`src/rtl/dma_controller_pkg.sv`:
```
// Shared definitions for the DMA controller: state encoding, word width and burst
// length (BURST_LEN is also the cache line size, so the cache imports it from here).
package dma_controller_pkg;

   localparam int WORD_SIZE = 16;
   localparam int BURST_LEN = 4;

   typedef enum logic [2:0] {
      IDLE,
      REQ,
      XFER,
      REL,
      DONE
   } dma_state_e;

endpackage

```
`src/rtl/dma_addr_gen.sv`:
```
// Address generator: base + index with natural modulo-2^WORD_SIZE wrap, and a flag
// marking the index that finishes a burst. BURST_LEN is expected to be a power of two.
module dma_addr_gen #(
   parameter int WORD_SIZE = dma_controller_pkg::WORD_SIZE,
   parameter int BURST_LEN = dma_controller_pkg::BURST_LEN
) (
   input  logic [WORD_SIZE-1:0] base,
   input  logic [WORD_SIZE-1:0] index,
   output logic [WORD_SIZE-1:0] address,
   output logic                 burst_end
);
   import dma_controller_pkg::*;

   logic [31:0] next_count;

   // burst_end is true when accepting the word at this index completes a burst
   always_comb begin
      address    = base + index;
      next_count = 32'(index) + 32'd1;
      burst_end  = (next_count % 32'(BURST_LEN)) == 32'd0;
   end

endmodule

```
`src/rtl/dma_controller.sv`:
```
// Device-to-memory DMA controller with BR/BG bus arbitration.
// Optional feature: define DMA_CYCLE_STEAL_EN to release the bus for one cycle between bursts.
module dma_controller #(
   parameter int WORD_SIZE = dma_controller_pkg::WORD_SIZE,
   parameter int BURST_LEN = dma_controller_pkg::BURST_LEN
) (
   input  logic                 clk,
   input  logic                 reset_n,
   input  logic                 cmd_valid,
   input  logic [WORD_SIZE-1:0] cmd_addr,
   input  logic [WORD_SIZE-1:0] cmd_len,
   output logic                 cmd_ready,
   output logic                 BR,
   input  logic                 BG,
   input  logic [WORD_SIZE-1:0] dev_data,
   input  logic                 dev_valid,
   output logic                 dev_ready,
   output logic [WORD_SIZE-1:0] dma_address,
   output logic [WORD_SIZE-1:0] dma_data,
   output logic                 dma_write,
   input  logic                 mem_ready,
   output logic                 dma_done,
   output logic                 busy
);
   import dma_controller_pkg::*;

   dma_state_e           state_q, state_d;
   logic [WORD_SIZE-1:0] base_q, base_d;
   logic [WORD_SIZE-1:0] len_q, len_d;
   logic [WORD_SIZE-1:0] index_q, index_d;
   logic [WORD_SIZE-1:0] cur_address;
   logic                 burst_end;
   logic                 last_word;

   dma_addr_gen #(
      .WORD_SIZE (WORD_SIZE),
      .BURST_LEN (BURST_LEN)
   ) u_addr_gen (
      .base      (base_q),
      .index     (index_q),
      .address   (cur_address),
      .burst_end (burst_end)
   );

   assign last_word = (index_q + WORD_SIZE'(1)) == len_q;

   always_comb begin
      state_d     = state_q;
      base_d      = base_q;
      len_d       = len_q;
      index_d     = index_q;
      cmd_ready   = 1'b0;
      BR          = 1'b0;
      dev_ready   = 1'b0;
      dma_write   = 1'b0;
      dma_address = '0;
      dma_data    = '0;
      dma_done    = 1'b0;
      busy        = 1'b1;

      unique case (state_q)
         IDLE: begin
            cmd_ready = 1'b1;
            busy      = 1'b0;
            if (cmd_valid) begin
               base_d  = cmd_addr;
               len_d   = cmd_len;
               index_d = '0;
               state_d = (cmd_len == '0) ? DONE : REQ;
            end
         end
         REQ: begin
            BR = 1'b1;
            if (BG) state_d = XFER;
         end
         XFER: begin
            BR = 1'b1;
            // An issued write always runs to completion, even if the grant is lost meanwhile
            if (dev_valid) begin
               dma_write   = 1'b1;
               dma_address = cur_address;
               dma_data    = dev_data;
               if (mem_ready) begin
                  dev_ready = 1'b1;
                  index_d   = index_q + WORD_SIZE'(1);
                  if (last_word) state_d = DONE;
                  else if (!BG)  state_d = REQ;
`ifdef DMA_CYCLE_STEAL_EN
                  else if (burst_end) state_d = REL;
`endif
               end
            end else if (!BG) begin
               state_d = REQ;
            end
         end
         REL: begin
            state_d = REQ;
         end
         DONE: begin
            dma_done = 1'b1;
            state_d  = IDLE;
         end
         default: state_d = IDLE;
      endcase
   end

   always_ff @(posedge clk) begin
      if (!reset_n) begin
         state_q <= IDLE;
         base_q  <= '0;
         len_q   <= '0;
         index_q <= '0;
      end else begin
         state_q <= state_d;
         base_q  <= base_d;
         len_q   <= len_d;
         index_q <= index_d;
      end
   end

endmodule

```
`config.mk`:
```
export PLATFORM = sky130hd
export DESIGN_NAME = dma_controller
export DESIGN_NICKNAME = d
export VERILOG_FILES = /design/src/rtl/dma_controller_pkg.sv /design/src/rtl/dma_addr_gen.sv /design/src/rtl/dma_controller.sv
export SDC_FILE = /design/constraint.sdc
export NUM_CORES = 1
export LEC_CHECK = 0
export ABC_AREA = 1
export CORE_AREA = 2 2 100 102
export CTS_BUF_LIST = sky130_fd_sc_hd__clkbuf_8
export CTS_CLUSTER_SIZE = 8
export DETAILED_ROUTE_END_ITERATION = 7
export DIE_AREA = 0 0 102 104
export GPL_TIMING_DRIVEN = 0
export HOLD_SLACK_MARGIN = 0.03
export PLACE_DENSITY = 0.62
export SLEW_MARGIN = 20
export SYNTH_ARGS = -nofsm -noshare
export SYNTH_HDL_FRONTEND = slang
export SYNTH_SLANG_ARGS = --single-unit
export TNS_END_PERCENT = 20
```
`constraint.sdc`:
```
create_clock -name clk -period 2.6 [get_ports clk]
set_input_delay 0.26 -clock clk [delete_from_list [all_inputs] [get_ports clk]]
set_output_delay 0.26 -clock clk [all_outputs]
set_load 0.05 [all_outputs]
```
# After elaboration in Yosys (flattened, before gate mapping)
# Index checks and enable logic that the tools add are counted.
# totals
reg_bits	51
in_bits	54
# op_classes
addsub	2
n_eq_ne	10
mux	25
reduce_logical	7
# op_table
cell	count
two-way mux 16 bit	7
one-hot mux 16 bit (2 select lines)	1
two-way mux 3 bit	7
adder 16 x 1 -> 16 bit, second input constant	1
adder 16 bit	1
== test 16 bit	1
zero test 16 bit	1
one-hot mux 3 bit (4 select lines)	1
two-way mux 1 bit	9
inequality test 2 bit, second input constant	4
== test 3 x 2 -> 1 bit, second input constant	2
AND reduction 4 bit	1
== test 3 x 1 -> 1 bit, second input constant	1
== test 3 bit, second input constant	1
zero test 3 bit	1
inequality test 3 bit, second input constant	1
AND reduction 3 bit	1
AND reduction 2 bit	1
nonzero test 2 bit	1
OR reduction 2 bit	1

# Logic depth before layout (Yosys ltp)
# depth
depth_word	6
depth_mapped	18
depth_no_buf	18

# By module
# A second synthesis with hierarchy kept.
# hier_totals
hier_cells	660
hier_area_um2	3900.0
# modules_own_cells
mod	instances	cells_each	area_per_inst_um2
dma_controller	1	482	2946.6
dma_addr_gen	1	178	953.4

# Least setup slack after synthesis
# OpenSTA, ideal clock, no wires.
# synth_path
path_type	register -> output
start	register index_q[0]
end	output port dma_address[10]
arrival_ns	2.527
path_slack_ns	-0.187
stages_incl_launch_ff	12
n_path_buf	0
path_cell_list	dfxtp_1 -> ha_1 -> fa_1 -> a21oi_1 -> o21ai_1 -> nand2_1 -> a31oi_1 -> inv_1 -> o21a_1 -> o21ai_2 -> o21ai_0 -> a21oi_1
# synth_between
elab_chain_cells	3
# synth_rtl
item	line_no	rtl
start: declaration	dma_controller.sv:30	logic [WORD_SIZE-1:0] index_q, index_d;
start signal: assignment	dma_controller.sv:117	index_q <= index_d;
adder 16 bit	dma_addr_gen.sv:18	address = base + index;
two-way mux 16 bit	dma_controller.sv:79	if (dev_valid) begin
two-way mux 16 bit	dma_controller.sv:61	unique case (state_q)
end: declaration	dma_controller.sv:18	output logic [WORD_SIZE-1:0] dma_address,
# Every way passes these cells.

# Worst setup path in the final report
# layout_path
start	register index_q[0]
end	output port dma_address[12]
# Same word-level chain as after synthesis.

==> impl_metrics.py <==
metrics = {
    "status": {
        "outcome": "finished with violations",
        "violations": "setup timing",
    },
    "synth": {
        "syn_area_um2": 3500,
        "syn_nets": 645,
        "yosys.area.top_type_share_pct": 29.1,
        "avgSynthCellArea_um2": 6.11,
        "ys_seq_area_share_pct": 29.1,
        "synth_largest_area_cell": "dfxtp_1",
        "ys_seq_elements": 51,
        "synthCells": 574,
        "yosys-top-cells-area": "dfxtp_1 29%, nand2_1 16%, nor2_1 10%",
        "yosys_warnings": 0,
        "synthDistinctLibCells": 38,
    },
    "worst_setup_path": {
        "crit_buf_inv": 2,
        "cp.required_ps": 2340,
        "arrival_ps": 2450,
        "cp_slowest_stage_delay_ps": 380,
        "worstSetupPathType": "reg2out",
        "crit_path_start_kind": "flop",
        "crit_family": "compound AO/OA/AOI/OAI gates",
        "cpMostUsedCell": "nand2_1",
        "crit_path_end_kind": "output port",
        "crit_slowest_cell": "fa_2",
        "path_max_fanout": 3,
        "path_cells": "ha_4, fa_2, a21oi_2, o21ai_2, nand2_2, a31oi_4, inv_2, o21a_1, o21ai_2, nand2_1, nand2_2, nand2_1, nand2_1, nor2_1, buf_6",
    },
    "layout": {
        "regArea_um2": 1040,
        "final_common_cell": "nand2_1",
        "multiInputGateArea_um2": 2330,
        "fillers": 976,
        "nets": 751,
        "postLayoutCoreUtil_pct": 51.5,
        "area_growth_pct": 40.3,
        "drive_gt1_share_pct": 13.8,
        "mostFrequentLayoutCells": "147 x nand2_1, 91 x nor2_1, 59 x clkdlybuf4s50_1",
        "diodes": 0,
    },
    "placed_design": {
        "dp_slack_ps": -696,
        "hpwl_um": 8350,
        "port_buffers": 91,
        "place.gp.congestion": 0.852,
    },
    "sta": {
        "hold_violations": 0,
        "clock.fmax_mhz": 369,
        "finalCritPeriodShare_pct": 104,
        "tightest_slew_ps": 844,
        "setup_ws_ps": -109,
        "fin_crit_ps": 2710,
        "slew_violations": 0,
        "fin_worst_skew_ps": 5.31,
        "setup_violations": 3,
        "rsz0062_at_grt": "true",
        "relSlewSlack_pct": 43.5,
    },
    "global_route": {
        "grt_first_pass_wirelength_um": 17600,
        "grt_pass1_vias": 3765,
        "grt_max_degree": 16,
        "gr-total-overflow": 0,
        "grtUsageTotal_pct": 20.6,
        "grt_antenna_before_repair": 0,
    },
    "floorplanning": {
        "initial_core_util_pct": 36.7,
        "io_pins": 92,
        "die_height_um": 104,
        "rows": 36,
        "core_um2": 9550,
        "fp.dieW_um": 102,
        "dieArea_um2": 10600,
    },
    "power": {
        "p_sw_uw": 814,
        "p_sw_share_pct": 36.0,
        "vdd_drop_max_mv": 0.347,
        "seq_power_share_pct": 40.5,
        "powerDensity_nw_per_um2": 460,
        "p_leak_nw": 2.26,
        "power.share.clock_pct": 26.5,
        "internal-power_mw": 1.45,
        "power_frac_comb_pct": 32.9,
    },
    "cts": {
        "cts_buffer_depth": 2,
        "clock-root-buffer": "clkbuf_8",
        "htreeDepth": 2,
        "cts_sinks": 51,
        "cts_buffers": 5,
        "cts_tree": "done",
        "clk_latency_ps": 310,
        "worst_setup_hold_path_clk_slew_ps": 100,
    },
    "routing": {
        "routedWlPerCell_um": 13.3,
        "drtPass1Iterations": 5,
        "vias": 3984,
        "ant_nets": 0,
        "drc": 0,
        "viasPerCell": 4.89,
        "drt_iter0_drc": 131,
        "drt-total-wl_um": 10800,
    },
    "min_path": {
        "hold_class": "reg2reg",
    },
    "job": {
        "cap_violations": 0,
    },
}
-- routing by layer --
metal	vias to the layer above	part of all wire (%)	track usage [%]
met4	0	2.1	5.33
met1	1790	43	25.5
met5	-	0	0
li1	2076	-	-
met2	103	50	36.2
met3	15	4.7	3.63
-- final timing paths --
| path | startpoint | endpoint | slack (ps) | depth (start not counted) |
|---|---|---|---|---|
| worst max register to register | state_q[1] | base_q[15] | 310 | 8 |
| worst max-delay path | index_q[0] | dma_address[12] | -110 | 15 |
| worst min-delay path | len_q[1] | len_q[1] | 480 | 2 |
| worst min register to register | len_q[1] | len_q[1] | 480 | 2 |
-- area by class of cell --
class	count	area share [%]
multi-input combinational	449	47.4
tap	133	3.38
clock inverter	2	0.712
clock buffer	6	1.68
buffer	17	1.48
inverter	57	4.38
timing repair buffer	99	19.8
sequential	51	21.2
-- logic make-up (layout without fill, tap and decap cells) --
group | Yosys count | in the layout | synth area share, %
AND/OR/NAND/NOR | 313 | 313 | 38.1
AO/OA/AOI/OAI | 116 | 116 | 17.6
buffers and inverters | 74 | 181 | 8.10
adder cells (fa/ha/maj) | 17 | 17 | 6.28
flip-flops | 51 | 51 | 29.1
XOR/XNOR | 3 | 3 | 0.750
-- Yosys cell counts (all sizes together) --
cell type  count
inv           55
a31oi          2
nand3b         2
nor4           4
fa             1
clkinv         2
xor2           1
nor2         103
o21a           1
nand2        157
or2            2
xnor2          2
o21bai         2
a21o           1
nor3           4
nand3         35
buf            4
nand4          6
a211oi         2
a21oi         56
o211ai         1
o21ai         49
clkbuf        13
ha            16
dfxtp         51
o22ai          2
-- power groups by stage --
| stage | clock network, mW | registers, mW | logic [mW] |
|---|---|---|---|
| 4_1_cts | 0.608 | 0.914 | 0.736 |
| 3_5_place_dp | 0 | 0.931 | 0.726 |
| 3_3_place_gp | 0 | 0.931 | 0.717 |
| 6_report | 0.600 | 0.917 | 0.745 |
| 5_1_grt | 0.643 | 0.926 | 0.829 |
| 2_1_floorplan | 0 | 0.920 | 0.468 |
-- through the flow --
stage               area (µm²)  setup TNS, ps  total power [mW]  instances  hold WS [ps]
floorplan                 3510           -381              1.39        574           395
global placement          4590          -5640              1.65        798           460
detailed placement        4590          -5890              1.66        798           463
CTS                       4770           -526              2.26        809           479
global route              4920          -1170              2.40        814           494
finish                    4920           -148              2.26        814           477
-- worst reg2reg max path: stages, from the launching register on --
cell and delay, ps:
dfxtp_1 350, nor2_1 150, nand2_1 140, nor2_1 670, inv_1 130, clkbuf_1 230, clkbuf_1 280, nor2_1 180
nor2_1 60
-- timing repair --
action,4_1_cts,5_1_grt
hold buffers,0,0
resized for setup,95,44
pin swaps,7,15
setup buffers,3,5
setup endpoints to repair,20,27
-- state kept, by name, indices dropped and copies added (netlist names) --
register	flops
state_q	3
len_q	16
index_q	16
base_q	16
Note: power is estimated with default switching activity, not from simulation.
